<file path="src/rtl/sim_console_slave.sv">
// Wishbone console/exit slave: CPU bytes go through a FWFT FIFO to a valid/ready sink,
// and the first EXIT write latches the firmware result code.
//   state  | meaning
//   S_IDLE | waiting for a request (a TXDATA write to a full FIFO also waits here)
//   S_RESP | ack or err is on the bus for this one cycle
module sim_console_slave #(
  parameter int unsigned FIFO_DEPTH_LOG2 = 4
) (
  input  logic        wb_clk_i,
  input  logic        wb_rst_n_i,
  input  logic [31:0] wb_adr_i,
  input  logic [31:0] wb_dat_i,
  input  logic [3:0]  wb_sel_i,
  input  logic        wb_we_i,
  input  logic        wb_cyc_i,
  input  logic        wb_stb_i,
  output logic [31:0] wb_dat_o,
  output logic        wb_ack_o,
  output logic        wb_err_o,
  output logic        char_valid_o,
  output logic [7:0]  char_o,
  input  logic        char_ready_i,
  output logic        exit_valid_o,
  output logic [7:0]  exit_code_o
);

  localparam int unsigned N     = FIFO_DEPTH_LOG2;
  localparam int unsigned DEPTH = 1 << N;

  typedef enum logic {S_IDLE, S_RESP} state_e;

  state_e      state_q, state_d;
  logic        ack_q, ack_d;
  logic        err_q, err_d;
  logic [31:0] rdata_q, rdata_d;
  logic        exit_valid_q;
  logic [7:0]  exit_code_q;
  logic        exit_set;

  logic [N:0]   count_q, count_d;
  logic [N-1:0] wr_ptr_q, rd_ptr_q;
  logic [7:0]   mem_q [DEPTH];

  logic        req;
  logic        full;
  logic        push;
  logic        pop;
  logic [31:0] status;
  logic        unused_ok;

  assign unused_ok = ^{wb_adr_i[31:4], wb_adr_i[1:0], wb_dat_i[31:8], wb_sel_i[3:1]};

  assign req  = wb_cyc_i & wb_stb_i & ~ack_q & ~err_q;
  assign full = (count_q == (N+1)'(DEPTH));

  assign char_valid_o = (count_q != '0);
  assign char_o       = char_valid_o ? mem_q[rd_ptr_q] : 8'h00;
  assign pop          = char_valid_o & char_ready_i;

  assign wb_ack_o     = ack_q;
  assign wb_err_o     = err_q;
  assign wb_dat_o     = rdata_q;
  assign exit_valid_o = exit_valid_q;
  assign exit_code_o  = exit_code_q;

  always_comb begin
    status             = '0;
    status[7:0]        = exit_code_q;
    status[8]          = exit_valid_q;
    status[16 +: N+1]  = count_q;
    status[31]         = full;
  end

  // A TXDATA write to a full FIFO simply stays in S_IDLE; dropping cyc/stb aborts it.
  always_comb begin
    state_d  = state_q;
    ack_d    = 1'b0;
    err_d    = 1'b0;
    rdata_d  = '0;
    push     = 1'b0;
    exit_set = 1'b0;
    case (state_q)
      S_IDLE: begin
        if (req) begin
          case (wb_adr_i[3:2])
            2'd0: begin
              if (wb_we_i && wb_sel_i[0]) begin
                if (!full) begin
                  push    = 1'b1;
                  ack_d   = 1'b1;
                  state_d = S_RESP;
                end
              end else begin
                ack_d   = 1'b1;
                state_d = S_RESP;
              end
            end
            2'd1: begin
              ack_d   = 1'b1;
              state_d = S_RESP;
              if (!wb_we_i) rdata_d = status;
            end
            2'd2: begin
              ack_d   = 1'b1;
              state_d = S_RESP;
              if (wb_we_i && wb_sel_i[0] && !exit_valid_q) exit_set = 1'b1;
              if (!wb_we_i) rdata_d = {24'h000000, exit_code_q};
            end
            default: begin
              err_d   = 1'b1;
              state_d = S_RESP;
            end
          endcase
        end
      end
      S_RESP:  state_d = S_IDLE;
      default: state_d = S_IDLE;
    endcase
  end

  always_ff @(posedge wb_clk_i or negedge wb_rst_n_i) begin
    if (!wb_rst_n_i) begin
      state_q      <= S_IDLE;
      ack_q        <= 1'b0;
      err_q        <= 1'b0;
      rdata_q      <= '0;
      exit_valid_q <= 1'b0;
      exit_code_q  <= 8'h00;
    end else begin
      state_q <= state_d;
      ack_q   <= ack_d;
      err_q   <= err_d;
      rdata_q <= rdata_d;
      if (exit_set) begin
        exit_valid_q <= 1'b1;
        exit_code_q  <= wb_dat_i[7:0];
      end
    end
  end

  always_comb begin
    count_d = count_q;
    if (push && !pop)      count_d = count_q + (N+1)'(1);
    else if (!push && pop) count_d = count_q - (N+1)'(1);
  end

  always_ff @(posedge wb_clk_i or negedge wb_rst_n_i) begin
    if (!wb_rst_n_i) begin
      count_q  <= '0;
      wr_ptr_q <= '0;
      rd_ptr_q <= '0;
    end else begin
      count_q <= count_d;
      if (push) wr_ptr_q <= wr_ptr_q + N'(1);
      if (pop)  rd_ptr_q <= rd_ptr_q + N'(1);
    end
  end

  // Storage needs no reset: char_o is masked while the FIFO is empty.
  always_ff @(posedge wb_clk_i) begin
    if (push) mem_q[wr_ptr_q] <= wb_dat_i[7:0];
  end

endmodule

</file>
<file path="config.mk">
export PLATFORM = sky130hd
export DESIGN_NAME = sim_console_slave
export DESIGN_NICKNAME = d
export VERILOG_FILES = /design/src/rtl/sim_console_slave.sv
export SDC_FILE = /design/constraint.sdc
export NUM_CORES = 1
export LEC_CHECK = 0
export BUFFER_PORTS_ARGS = -buffer_cell sky130_fd_sc_hd__buf_2
export CORE_MARGIN = 2
export CORE_UTILIZATION = 50
export DETAILED_ROUTE_END_ITERATION = 6
export MAX_ROUTING_LAYER = met4
export PLACE_DENSITY = 0.73
export SLEW_MARGIN = 40
export SYNTH_ARGS = -nofsm -noshare
export SYNTH_HDL_FRONTEND = slang
export SYNTH_SLANG_ARGS = --single-unit
</file>
<file path="constraint.sdc">
create_clock -name wb_clk_i -period 4.3 [get_ports wb_clk_i]
set_input_delay 0.645 -clock wb_clk_i [delete_from_list [all_inputs] [get_ports wb_clk_i]]
set_output_delay 0.645 -clock wb_clk_i [all_outputs]
set_load 0.02 [all_outputs]
</file>
==> metrics.csv <==
stage,metric,value,unit
status,status,finished clean,
place,gp_congestion,0.7472,
floorplan,core_region_area,13830,sq um
detailed_routing,final_antenna_net_count,0,
timing,period_share,0.7975,
worst_setup_path,crit_slowest_cell,dfrtp_1,
floorplan,die_width,122.7,um
cts,cts-buffers-inserted,17,
detailed_routing,wl_per_cell,20.01,um
timing,maxSlewViolCount,0,
timing,fin_crit,3.429,ns
place,portBuffers,51,
cts,clk_pin_slew_worst_paths,0.06,ns
floorplan,fp.dieArea,15060,sq um
cells_and_area,final_common_cell,edfxtp_1,
cts,cts.htree.levels,4,
global_routing,grt_overflow_total,0,
power,power_density,594.0,nW/um^2
detailed_routing,drt-total-wl,12990,um
detailed_routing,drtPass1Iterations,4,
global_routing,grt_use_total,0.1958,
global_routing,grt_max_degree,41,
global_routing,antenna_found_initial,1,
floorplan,ios,126,
detailed_routing,vias_per_cell,5.492,
yosys,post_synth_num_cell_types,45,
worst_hold_path,hp-class,input pin to async pin,
detailed_routing,dr_total_vias,3564,
yosys,synth_area,7047,sq um
yosys,syn_avg_cell_area,18.16,sq um
yosys,yosysSeqAreaShare,0.6875,
timing,rsz0062_at_grt,no,
worst_setup_path,r2r_end,count_q[4]$_DFFE_PN0P_,
timing,tightest_slew,0.7950,ns
timing,finalSetupViolCount,0,
power,vdd_drop_max,278.8,uV
worst_setup_path,ff2ff_path_depth,9,
cells_and_area,final_cell_mix,"edfxtp_1, buf_2, dfrtp_1",
yosys,synth.ff_latch_count,168,
cells_and_area,finalCoreUtilization,0.5841,
worst_setup_path,worst_setup_path_start_kind,register,
timing,maxSlewHeadroom,0.4680,
cts,clockRootBuffer,clkbuf_16,
worst_setup_path,r2r-start,count_q[0]$_DFFE_PN0P_,
timing,final_hold_viol_count,0,
power,leakagePower,0.003066,uW
detailed_routing,first_iter_violations,331,
yosys,syn_inst,388,
cells_and_area,final_layout_size_suffix_gt1_frac,0.3098,
timing,finClkSkew,0.009357,ns
cts,cts.path.max_buffers,2,
worst_setup_path,critical_path.max_fanout,12,
global_routing,grt_pass1_vias,3665,
worst_setup_path,end_kind,output pin,
worst_setup_path,critical_path.cell_chain,buf_4 > mux4_2 > mux2_2 > o21ai_0 > a21oi_1 > buf_2,
cts,cts_hold_buf,0,
timing,fin_tns_setup,0,ns
yosys,ys_warn_count,0,
cts,cts_tree,built,
detailed_routing,drc,0,
cts,cts_resized,0,
floorplan,die_h,122.7,um
global_routing,grt_pass1_wl,20490,um
cells_and_area,n_fill_cell,1033,
timing,fmax,291.6,MHz
cts,cts_sinks,168,
worst_setup_path,required,3.65,ns
worst_setup_path,max_stage_delay,0.67,ns
worst_setup_path,cp.arrival,2.78,ns
cts,clk_latency,0.42,ns
yosys,synth_top_area_frac,0.5455,
worst_setup_path,r2r_slack,0.99,ns
cts,cts_setup_buffers,0,
yosys,synth_top_area_cell,edfxtp_1,
place,dp_hpwl,8504,um
yosys,ys_top_cells_by_area,"edfxtp_1, dfrtp_1, mux4_2",
cells_and_area,fin_nets,543,
worst_setup_path,crit_type,register to output pin,
worst_setup_path,startpoint,rd_ptr_q[1]$_DFFE_PN0P_,
floorplan,start_util,0.5096,
cells_and_area,area_growth,14.61,%
floorplan,row_count,43,
run,maxCapViolations,0,
==> sequential cells by signal (all words and copies together) (netlist names) <==
signal,cells
wb_err_o,1
state_q,1
mem_q,128
wb_dat_o,15
exit_code_o,8
wr_ptr_q,4
exit_valid_o,1
count_q,5
rd_ptr_q,4
wb_ack_o,1
==> synth_stat cells (all sizes together) <==
library cell / instances
o21ai: 13
a2111oi: 1
buf: 30
nor3: 5
nor4: 6
or2: 1
o31ai: 1
mux2i: 9
edfxtp: 128
nor2: 7
nand3: 6
nor2b: 1
conb: 1
a21oi: 12
xnor2: 8
ha: 13
and4b: 2
nor4b: 4
inv: 10
nand4: 1
mux2: 18
dfrtp: 40
and3: 2
mux4: 32
and2: 14
nand4b: 2
or4: 1
clkbuf: 3
a21o: 2
xor2: 1
nand2b: 1
nand2: 8
and4: 4
fa: 1
==> where the power goes <==
part	leakage, uW	switching, uW	internal [uW]
clock network	0.000300	578	969
logic	0.00109	634	602
registers	0.00167	187	1830
==> final cells by class <==
type | instances | area [sq um] | area share
well taps | 180 | 225.2 | 0.02789
inverters | 10 | 37.54 | 0.004648
multi-input cells | 193 | 1994 | 0.2469
flip-flops and latches | 168 | 4845 | 0.5998
diodes | 1 | 2.502 | 0.0003098
repair buffers | 65 | 362.8 | 0.04493
clock buffers | 23 | 488.0 | 0.06042
clock inverters | 9 | 121.4 | 0.01503
==> worst max-delay path, delay by kind of cell, from the launching register on <==
kind                   cells  cell delay [ns]
DFF                        1             0.67
buffers and inverters      2             0.55
AOI/OAI and AO/OA          2             0.34
muxes                      2             0.81
==> worst max-delay path by stage <==
stage / to / slack (ns) / cells after the start
2_1_floorplan: count_q[4]$_DFFE_PN0P_ / 1.27 / 12
3_3_place_gp: count_q[4]$_DFFE_PN0P_ / 0.85 / 13
3_5_place_dp: count_q[4]$_DFFE_PN0P_ / 0.71 / 13
4_1_cts: char_o[2] / 0.83 / 6
5_1_grt: count_q[4]$_DFFE_PN0P_ / 0.68 / 9
6_report: char_o[2] / 0.87 / 6
==> stage by stage <==
stage / hold WS, ns / total power [uW] / setup slack [ns] / instances / area (sq um)
finish: 0.2008 / 4798 / 0.8708 / 649 / 8077
global route: 0.2291 / 5021 / 0.6838 / 649 / 8077
CTS: 0.2064 / 4842 / 0.8253 / 648 / 8069
detailed placement: 0.4887 / 3279 / 0.7064 / 616 / 7460
global placement: 0.4775 / 3254 / 0.8517 / 616 / 7457
floorplan: 0.3494 / 3010 / 1.271 / 404 / 7107
==> kinds of logic after synthesis <==
logic type      Yosys count  share of synthesized area
buf+inv                  43                    0.04226
other cells               1                  0.0005322
flops                   168                     0.6875
xor+xnor                  9                    0.01119
fa+ha+maj                14                    0.02592
mux                      59                     0.1507
simple gates             65                    0.05966
compound gates           29                    0.02219
==> layer usage <==
| layer | wire (um) | up-vias | share of wire | GRT usage |
|---|---|---|---|---|
| li1 | - | 1616 | - | - |
| met1 | 5495 | 1826 | 0.42 | 0.2478 |
| met2 | 6630 | 104 | 0.51 | 0.3080 |
| met3 | 647 | 18 | 0.050 | 0.04414 |
| met4 | 212 | 0 | 0.016 | 0.08046 |
| met5 | 0 | - | 0 | - |
(Power assumes the default switching activity.)
